`src/rtl/mpc_pkg.sv`:
```
// Shared constants and types for the program sequencer.
// MPC_SEQ_STEP_EN (optional) adds single-step control to mpc_seq.
package mpc_pkg;

  localparam int unsigned INSTR_W = 18;
  localparam int unsigned RES_W   = 9;

  localparam logic [1:0] OP_ADD = 2'b00;
  localparam logic [1:0] OP_SUB = 2'b01;
  localparam logic [1:0] OP_INC = 2'b10;
  localparam logic [1:0] OP_DEC = 2'b11;

  typedef enum logic [1:0] {
    StIdle,
    StFetch,
    StExec,
    StDone
  } mpc_seq_state_t;

endpackage

```
`src/rtl/mpc_seq_imem.sv`:
```
// Program memory: one write port, synchronous registered read.
// Contents are never reset; only the read register is cleared.
module mpc_seq_imem
  import mpc_pkg::*;
#(
  parameter int unsigned DEPTH = 16,
  localparam int unsigned AW = $clog2(DEPTH)
) (
  input  logic               clk_i,
  input  logic               rst_i,
  input  logic               we_i,
  input  logic [AW-1:0]      waddr_i,
  input  logic [INSTR_W-1:0] wdata_i,
  input  logic               re_i,
  input  logic [AW-1:0]      raddr_i,
  output logic [INSTR_W-1:0] rdata_o
);

  logic [INSTR_W-1:0] mem [DEPTH];
  logic [INSTR_W-1:0] rdata_q;

  always_ff @(posedge clk_i) begin
    if (we_i) begin
      mem[waddr_i] <= wdata_i;
    end
  end

  // The read register doubles as the issued instruction, so it holds between reads.
  always_ff @(posedge clk_i) begin
    if (rst_i) begin
      rdata_q <= '0;
    end else if (re_i) begin
      rdata_q <= mem[raddr_i];
    end
  end

  assign rdata_o = rdata_q;

endmodule

```
`src/rtl/mpc_seq.sv`:
```
// Program sequencer feeding the ALU stage; captures each result one cycle after issue.
// Define MPC_SEQ_STEP_EN to add a 'step' input that gates every fetch.
module mpc_seq
  import mpc_pkg::*;
#(
  parameter int unsigned DEPTH = 16,
  localparam int unsigned AW = $clog2(DEPTH)
) (
  input  logic               clk,
  input  logic               rst,
  input  logic               ld_en,
  input  logic [AW-1:0]      ld_addr,
  input  logic [INSTR_W-1:0] ld_data,
  input  logic               start,
`ifdef MPC_SEQ_STEP_EN
  input  logic               step,
`endif
  input  logic [AW:0]        len,
  output logic [INSTR_W-1:0] instr_o,
  input  logic [RES_W-1:0]   alu_i,
  output logic [RES_W-1:0]   res_o,
  output logic [AW-1:0]      res_idx,
  output logic               res_valid,
  output logic               busy,
  output logic               done
);

  localparam logic [AW:0] DepthLen = (AW+1)'(DEPTH);
  localparam logic [AW:0] OneLen   = (AW+1)'(1);

  mpc_seq_state_t   state_q, state_d;
  logic [AW-1:0]    pc_q, pc_d;
  logic [AW:0]      len_q, len_d;
  logic [RES_W-1:0] res_q;
  logic [AW-1:0]    idx_q;
  logic             valid_q, done_q;
  logic             step_ok, fetch, last;

`ifdef MPC_SEQ_STEP_EN
  assign step_ok = step;
`else
  assign step_ok = 1'b1;
`endif

  assign last = ({1'b0, pc_q} == (len_q - OneLen));

  always_comb begin
    state_d = state_q;
    pc_d    = pc_q;
    len_d   = len_q;
    fetch   = 1'b0;
    unique case (state_q)
      StIdle: begin
        if (start) begin
          if (len == '0) begin
            state_d = StDone;
          end else begin
            len_d   = (len > DepthLen) ? DepthLen : len;
            pc_d    = '0;
            state_d = StFetch;
          end
        end
      end
      StFetch: begin
        if (step_ok) begin
          fetch   = 1'b1;
          state_d = StExec;
        end
      end
      StExec: begin
        if (last) begin
          state_d = StDone;
        end else begin
          pc_d    = pc_q + AW'(1);
          state_d = StFetch;
        end
      end
      StDone:  state_d = StIdle;
      default: state_d = StIdle;
    endcase
  end

  always_ff @(posedge clk) begin
    if (rst) begin
      state_q <= StIdle;
      pc_q    <= '0;
      len_q   <= '0;
      res_q   <= '0;
      idx_q   <= '0;
      valid_q <= 1'b0;
      done_q  <= 1'b0;
    end else begin
      state_q <= state_d;
      pc_q    <= pc_d;
      len_q   <= len_d;
      valid_q <= (state_q == StExec);
      done_q  <= (state_q == StDone);
      if (state_q == StExec) begin
        res_q <= alu_i;
        idx_q <= pc_q;
      end
    end
  end

  // Writes only land while idle, so a same-cycle start sees the new word.
  mpc_seq_imem #(
    .DEPTH (DEPTH)
  ) u_imem (
    .clk_i   (clk),
    .rst_i   (rst),
    .we_i    (ld_en && (state_q == StIdle)),
    .waddr_i (ld_addr),
    .wdata_i (ld_data),
    .re_i    (fetch),
    .raddr_i (pc_q),
    .rdata_o (instr_o)
  );

  assign res_o     = res_q;
  assign res_idx   = idx_q;
  assign res_valid = valid_q;
  assign done      = done_q;
  assign busy      = (state_q != StIdle);

endmodule

```
`config.mk`:
```
export PLATFORM = sky130hd
export DESIGN_NAME = mpc_seq
export DESIGN_NICKNAME = d
export VERILOG_FILES = /design/src/rtl/mpc_pkg.sv /design/src/rtl/mpc_seq_imem.sv /design/src/rtl/mpc_seq.sv
export SDC_FILE = /design/constraint.sdc
export NUM_CORES = 1
export LEC_CHECK = 0
export CORE_MARGIN = 4
export CORE_UTILIZATION = 29
export CTS_CLUSTER_SIZE = 8
export DETAILED_ROUTE_END_ITERATION = 8
export DONT_BUFFER_PORTS = 1
export SLEW_MARGIN = 20
export SYNTH_ARGS = -nofsm -noshare
export SYNTH_HDL_FRONTEND = slang
export SYNTH_HIERARCHICAL = 1
export SYNTH_SLANG_ARGS = --single-unit
```
`constraint.sdc`:
```
create_clock -name clk -period 3.6 [get_ports clk]
set_input_delay 0.72 -clock clk [delete_from_list [all_inputs] [get_ports clk]]
set_output_delay 0.72 -clock clk [all_outputs]
set_load 0.02 [all_outputs]
```
## Word level (Yosys, flattened, before mapping)

Memory sizes are Yosys's and may differ from the RTL's. A register that Yosys moved wholly into a read port is not among the register bits.
Index checks and enable logic that the tools add are counted.
W data, S select, Z words.

- Output and inout bits: 34
- Logic and storage cells: 38
- Bits in writable memories: 288
- Register bits: 26
- Memories kept: 1
- Input port bits: 40

Memories:

| name | words | width | read ports | clocked after Yosys merged registers in | write ports | line | text |
|---|---|---|---|---|---|---|---|
| u_imem.mem | 16 | 18 | 1 | 1 | 1 | mpc_seq_imem.sv:19 | `logic [INSTR_W-1:0] mem [DEPTH];` |

- Bitwise logic cells: 1
- Equality and inequality tests: 7
- Reduce and logical (&&, ||, !) cells: 7
- Magnitude comparators: 1
- Add/sub/neg operators: 2
- Multiplexer cells: 12

Operators with widths:

| kind | count |
|---|---|
| $mux W4 | 3 |
| $pmux W2 S4 | 1 |
| $pmux W4 S2 | 1 |
| $mux W2 | 3 |
| $ne A2 B2 Y1 const B | 3 |
| $eq A4 B5 Y1 | 1 |
| $gt A5 B5 Y1 const B | 1 |
| $logic_not A5 Y1 | 1 |
| $mux W5 | 1 |
| $sub A5 B1 Y5 const B | 1 |
| $add A4 B1 Y4 const B | 1 |
| $eq A2 B2 Y1 const B | 2 |
| $reduce_and A4 Y1 | 1 |
| $reduce_bool A2 Y1 | 2 |
| $mux W1 | 3 |
| $reduce_and A3 Y1 | 1 |
| $eq A2 B1 Y1 const B | 1 |
| $logic_not A2 Y1 | 1 |
| $logic_and A1 B1 Y1 | 1 |
| $not A1 Y1 | 1 |

## Logic depth before layout (Yosys ltp)

Gate-level depths: netlist (run 1).

- Depth in word-level cells: 4
- Mapped depth: 7
- Depth with buffers taken out: 7

## Modules after synthesis

Netlist (run 1), hierarchy kept.

By module, submodules not included:

| module | sequential area each (um2) | times used | cells an instance | area each (um2) |
|---|---|---|---|---|
| mpc_seq_imem | 9008.6 | 1 | 676 | 11778.8 |
| mpc_seq | 520.5 | 1 | 143 | 1177.4 |

## Worst setup path after synthesis (run 1)

No wires, ideal clock.

- Path type: input to register
- From: in ld_en
- To: mem u_imem.mem[0][0], enable pin
- Setup time: 416 ps
- Buffers on the path: 0
- Data required time: 3184 ps
- Path slack: 546 ps
- Data arrival time: 2638 ps
- Cell stages on the path: 3
- Cell sequence: and2_1 > or3b_2 > nor3_1

- Cells in the longest elaborated chain, start to end: 3

Ends and longest elaborated chain:

| what | line | text |
|---|---|---|
| from (decl) | mpc_seq.sv:11 | `input logic ld_en,` |
| $logic_and A1 B1 Y1 | mpc_seq.sv:111 | `.we_i (ld_en && (state_q == StIdle)),` |
| $mux W1 | mpc_seq_imem.sv:23 | `if (we_i) begin` |
| $mux W1 (not written as such) | mpc_seq_imem.sv:24 | `mem[waddr_i] <= wdata_i;` |
| to (decl) | mpc_seq_imem.sv:19 |  |

No other way between the ends.

## Final worst setup path (run 1)

- From: reg state_q[1]
- To: mem u_imem.mem[14][3], enable pin

- Cells in the longest elaborated chain, start to end: 4

Ends and longest elaborated chain:

| what | line | text |
|---|---|---|
| from (decl) | mpc_seq.sv:31 | `mpc_seq_state_t state_q, state_d;` |
| from (signal assigned) | mpc_seq.sv:85 | `state_q <= StIdle;` |
| from (signal assigned) | mpc_seq.sv:93 | `state_q <= state_d;` |
| $logic_not A2 Y1 | mpc_seq.sv:111 |  |
| $logic_and A1 B1 Y1 | mpc_seq.sv:111 |  |
| $mux W1 | mpc_seq_imem.sv:23 |  |
| $mux W1 (not written as such) | mpc_seq_imem.sv:24 |  |

No other way between the ends.

==> summary.txt, run 1 <==
Detailed routing
  – Highest metal used: met4
  – Residual DRC count: 0
  – WL/cell: 20.10 µm
  – Met3 Routed Length: 1.405 mm
  – Routed met1 length: 12.31 mm
  – 1st-iter DRT viols: 500
  – TritonRoute pass-1 iters: 5
  – Post-DRT Antenna Nets: 0
  – Via count: 6958
  – Met2 WL: 15.44 mm
  – DR vias/cell: 4.692
  – Final WL: 29.80 mm

Synth
  – Top cells by count, synth: edfxtp_1, mux2i_1, nand2_1
  – Yosys cell types: 43
  – Ys flop type: edfxtp_1
  – Register bit count reported by yosys: 332
  – Yosys top cell by area: edfxtp_1
  – Syn nets: 861
  – Syn avg cell area: 15.82 µm²
  – Cell Area, Synth: 12960 µm²
  – Post-synthesis sequential area ratio: 0.7355
  – Number of synthesized flops with an enable pin: 288
  – Yosys warns: 6
  – Leading post-synthesis cells by cell area: edfxtp_1, mux2i_1, dfxtp_1
  – Mapped Cells: 819
  – Yosys top cell area share: 0.6675
  – Top-count cell post-synth: edfxtp_1
  – Post-synth ARST share: 0

Worst setup path
  – RR Endpoint: u_imem/mem[14][3]
  – CP Launch Type: flop
  – Worst r2r path cells: 4
  – Slowest cell delay on critical path: 0.89 ns
  – Worst Path Buf+Inv: 0
  – Req. time, crit path: 3.75 ns
  – Slowest CP cell: nor2_2
  – Crit path DAT: 2.63 ns
  – Top Family by Delay on Critical Path: simple AND/OR/NAND/NOR gates
  – CP max FO: 18
  – FF-to-FF setup slack: 1.12 ns
  – Launch point of the worst reg-to-reg path: state_q[1]
  – Worst Setup Path Type: flop to flop
  – Cell Chain, Critical Path: nor2_1 -> and2_1 -> nand3_1 -> nor2_2
  – Worst setup EP type: flop

Floorplanning
  – Die H: 219.4 µm
  – Num rows: 77
  – Die width: 219.4 µm
  – Die Area: 48120 µm²
  – Initial Utilization: 0.2930
  – Io pins: 74
  – Core area: 44220 µm²

Layout
  – Syn-to-layout area delta: 16.48%
  – Post-route cell area: 15090 µm²
  – Number of fill cells: 4133
  – Nets: 894
  – Share of layout cells above drive strength 1: 0.1213

Place
  – I/O Buffers: 0
  – Hpwl dp: 17.19 mm
  – GPL Wtd Cong: 0.7687
  – Cell area after placement: 13680 µm²

Job
  – Max Cap Viol: 0

Timing
  – Setup violators final: 0
  – Post-route minimum period: 2.476 ns
  – Rel. slew slack: 0.2922
  – Worst Tran Pin Value: 1.061 ns
  – Fin crit share: 0.6877
  – RSZ-0062 raised after global routing: no
  – Setup clock skew after layout: 0.02312 ns
  – Max-slew violation count: 0
  – Fin Setup TNS: 0 ns
  – Max Clock Freq: 403.9 MHz
  – Fin. Hold Viols: 0

Min path
  – Hold_sp: rst
  – Hold Path Depth: 1
  – HP Class: input pin to flop
  – WHS Endpoint: done

Pwr
  – Static Leakage: 0.004608 µW
  – VDD IR-drop max: 0.3321 mV
  – PD cells: 563.6 nW/µm²

Clocking
  – TritonCTS clock tree: built
  – Clk buf depth: 3
  – Total setup buffers inserted after CTS: 0
  – Clk sink count: 332
  – Clock root buffer: clkbuf_16
  – H-tree Lvls: 2
  – Clock Latency Late Sink: 0.55 ns
  – Cts hold-fix bufs: 0
  – Cts repair resizes: 0
  – Number of buffers created by CTS: 47
  – Reg clk slew, reported paths: 0.05 ns

Outcome
  – Status: finished clean

Global route
  – Grt ovf: 0
  – All-Layer GR Usage: 0.1222
  – Largest net degree at the start of global routing: 84
  – Vias in the first global route: 7145
  – Antenna violations before repair: 0
  – First-pass GRT wire length: 44.47 mm
## how the worst max path moves through the flow
| stage | start | end | slack [ns] | cells after the start |
|---|---|---|---|---|
| after floorplan | ld_en | u_imem/mem[0][0] | 0.55 | 3 |
| after global placement | ld_en | u_imem/mem[14][11] | 1.10 | 3 |
| after detailed placement | state_q[1] | u_imem/mem[14][10] | 1.12 | 4 |
| after CTS | state_q[1] | u_imem/mem[14][3] | 1.12 | 4 |
| after global routing | state_q[1] | u_imem/mem[14][3] | 0.99 | 4 |
| final | state_q[1] | u_imem/mem[14][3] | 1.12 | 4 |
## metal layers
metal	vias to the layer above	track usage
met5	-	0
li1	3221	-
met4	0	0.04024
met2	135	0.2159
met3	49	0.02562
met1	3553	0.1487
## flip-flops by register name, indices dropped and copies added, names as in the netlist
name,flops
done,1
res_o,9
res_valid,1
len_q,5
u_imem/rdata_o,18
u_imem/mem,288
res_idx,4
pc_q,4
state_q,2
## final cells by class
cell class / instances / area (µm²) / share of cell area
Clock inverter: 3 / 53.80 / 0.003565
Tap cell: 592 / 740.7 / 0.04908
Timing Repair Buffer: 26 / 211.5 / 0.01401
Inverter: 4 / 15.01 / 0.0009949
Clock buffer: 84 / 1346 / 0.08921
Sequential cell: 332 / 9533 / 0.6317
Antenna cell: 1 / 2.502 / 0.0001658
Multi-Input combinational cell: 441 / 3189 / 0.2113
## worst register-to-register path, stage by stage, from the launching register on
cell and delay, ns:
dfxtp_1 0.37, nor2_1 0.32, and2_1 0.28, nand3_1 0.24, nor2_2 0.89
## layout by cell type (no fill, tap or decap), drive strengths merged, types with 2 or more instances in the layout
master,Yosys,layout
inv,4,5
ha,2,2
xor2,2,2
o21ai,3,3
nand2,71,71
nand4b,3,3
clkbuf,10,84
nand3b,4,4
nor2,23,23
nand3,59,59
nor3,6,6
clkinv,0,2
mux2i,147,147
nor2b,7,7
a21oi,38,38
buf,32,26
nand2b,4,4
xnor2,3,3
edfxtp,288,288
dfxtp,44,44
and2,2,2
a22oi,54,54
## metrics by stage
step	util	power (µW)	worst slack (ns)	std cells	hold slack, ns
after floorplan	-	4447	0.5458	819	0.4596
after global placement	0.3091	4501	1.100	1394	0.4859
after detailed placement	0.3093	4507	1.123	1394	0.4888
after CTS	0.3409	8599	1.121	1481	0.2115
after global routing	0.3412	8778	0.9933	1482	0.2118
final	0.3413	8507	1.124	1483	0.2458
## report_power, final
group | total, µW | switching, µW | internal (µW)
Combinational | 140 | 95.7 | 44.0
Sequential | 4290 | 48.0 | 4240
Clock | 4080 | 1560 | 2520
Total | 8510 | 1700 | 6800
## cell families (layout without fill, tap and decap cells)
family          after synthesis  in the layout  share of synthesized area
fa+ha+maj                     2              2                   0.001931
mux                         148            148                     0.1144
xor+xnor                      5              5                   0.003960
flops                       332            332                     0.7355
compound gates              102            102                    0.05311
buf+inv                      46            117                    0.02453
simple gates                184            184                    0.06654
other cells                   0              1                          0
No activity file was read; power rests on OpenSTA's default activity.
==> run 2: changes to the inputs <==
==> constraint.sdc (replaced) <==
create_clock -name clk -period 2 [get_ports clk]
set_input_delay 0.4 -clock clk [delete_from_list [all_inputs] [get_ports clk]]
set_output_delay 0.4 -clock clk [all_outputs]
set_load 0.02 [all_outputs]
==> run 2 against run 1 <==
Compared with the run above:
- sequential share of layout area fell by 2.8 points
- utilization rose by 1.6 points
- die area did not move
- register-to-register slack got worse by 1.0 ns
- critical endpoint is now u_imem/mem[0][12]
- highest routed layer is now met5
- critical path depth rose by 1
==> summary.txt, run 2 (synthesis results as in run 1) <==
Timing
  – Min setup slack post-route: 0.1126 ns
  – Max-slew violation count: 0
  – Setup clock skew after layout: 0.01797 ns
  – Post-route minimum period: 1.887 ns
  – Setup violators final: 0
  – Hold WS: 0.02856 ns
  – Fin. Hold Viols: 0
  – Rel. slew slack: 0.2900
  – RSZ-0062 raised after global routing: no
  – Worst Tran Pin Value: 1.064 ns
  – Fin Setup TNS: 0 ns
  – Max Clock Freq: 529.8 MHz
  – Fin crit share: 0.9437

Clocking
  – Clk sink count: 332
  – Reg clk slew, reported paths: 0.05 ns
  – Clock root buffer: clkbuf_16
  – H-tree Lvls: 2
  – Number of buffers created by CTS: 47
  – Clock Latency Late Sink: 0.55 ns
  – TritonCTS clock tree: built
  – Clk buf depth: 3

Detailed routing
  – DR vias/cell: 4.731
  – WL/cell: 20.01 µm
  – TritonRoute pass-1 iters: 5
  – Residual DRC count: 0
  – Via count: 7225
  – 1st-iter DRT viols: 539
  – Post-DRT Antenna Nets: 0
  – Final WL: 30.55 mm

Global route
  – Vias in the first global route: 7337
  – All-Layer GR Usage: 0.1270
  – First-pass GRT wire length: 46.49 mm
  – Antenna violations before repair: 2
  – Grt ovf: 0
  – Largest net degree at the start of global routing: 37

Layout
  – Syn-to-layout area delta: 21.85%
  – Share of layout cells above drive strength 1: 0.1401
  – Leading cell types in the layout, fill and taps excluded: edfxtp_1, mux2i_1, nand2_1
  – Max reg flops: 288
  – Number of fill cells: 4116
  – Commonest non-fill, non-tap cell in the layout: edfxtp_1
  – Ant diodes: 0
  – Largest Register: u_imem/mem
  – Nets: 942

Worst setup path
  – Crit path DAT: 2.12 ns
  – Req. time, crit path: 2.23 ns
  – Worst Setup Path Type: flop to flop
  – CP max FO: 18
  – Worst setup EP type: flop
  – CP Launch Type: flop

Floorplanning
  – Die H: 219.4 µm
  – Core area: 44220 µm²
  – Num rows: 77
  – Initial Utilization: 0.2930
  – Die Area: 48120 µm²
  – Io pins: 74
  – Die width: 219.4 µm

Pwr
  – Design Power: 15430 µW
  – VDD IR-drop max: 0.6667 mV
  – PD cells: 977.6 nW/µm²
  – Static Leakage: 0.004895 µW

Place
  – GPL Wtd Cong: 0.7978
  – Hpwl dp: 18.65 mm
  – I/O Buffers: 0
  – Setup WS pre-CTS: 0.1023 ns

Job
  – Max Cap Viol: 0

Outcome
  – Status: finished clean

Min path
  – HP Class: input pin to flop
run 2: path summary, 6_finish.rpt:
check / start / end / slack [ns] / depth (start not counted)
worst max register to register: state_q[0] / u_imem/mem[0][12] / 0.11 / 5
worst min register to register: state_q[0] / done / 0.52 / 2
worst max-delay path: state_q[0] / u_imem/mem[0][12] / 0.11 / 5
worst min-delay path: start / len_q[4] / 0.03 / 2
run 2: stage by stage:
stage,utilization,cells,cell area (µm²)
after detailed placement,0.3184,1413,14080
after floorplan,-,819,13020
after CTS,0.3561,1526,15750
after global placement,0.3184,1413,14080
after global routing,0.3570,1527,15790
final,0.3570,1527,15790
run 2: routing by layer:
metal	wire length, µm	global-route usage
met1	13030	0.1586
met2	15490	0.2218
met3	1279	0.02548
met4	724	0.03981
met5	27	0
run 2: critical path: stages, from the launching register on:
cell	delay, ns
dfxtp_2	0.35
nor2_4	0.17
and2_4	0.18
or3b_4	0.45
nor3_4	0.22
buf_12	0.20
run 2: report_power, final:
part,total (µW),internal (µW),leakage [µW],switching [µW]
combinational,422,141,0.00128,280
clock,7290,4530,0.000657,2760
sequential,7720,7640,0.00296,85.8
run 2: final cells by class:
cell class / instances / area (µm²) / share of cell area
inverter: 4 / 15.01 / 0.0009510
multi-input combinational: 441 / 3248 / 0.2057
sequential: 332 / 9535 / 0.6040
clock inverter: 2 / 25.02 / 0.001585
tap: 592 / 740.7 / 0.04692
timing repair buffer: 74 / 873.3 / 0.05532
clock buffer: 82 / 1350 / 0.08551
run 2: timing repair:
action / in CTS / in global routing
hold buffers: 29 / 0
gates resized for setup: 0 / 2
endpoints found under the setup margin: 0 / 1
buffers inserted: 0 / 0
endpoints found under the hold margin: 312 / 0
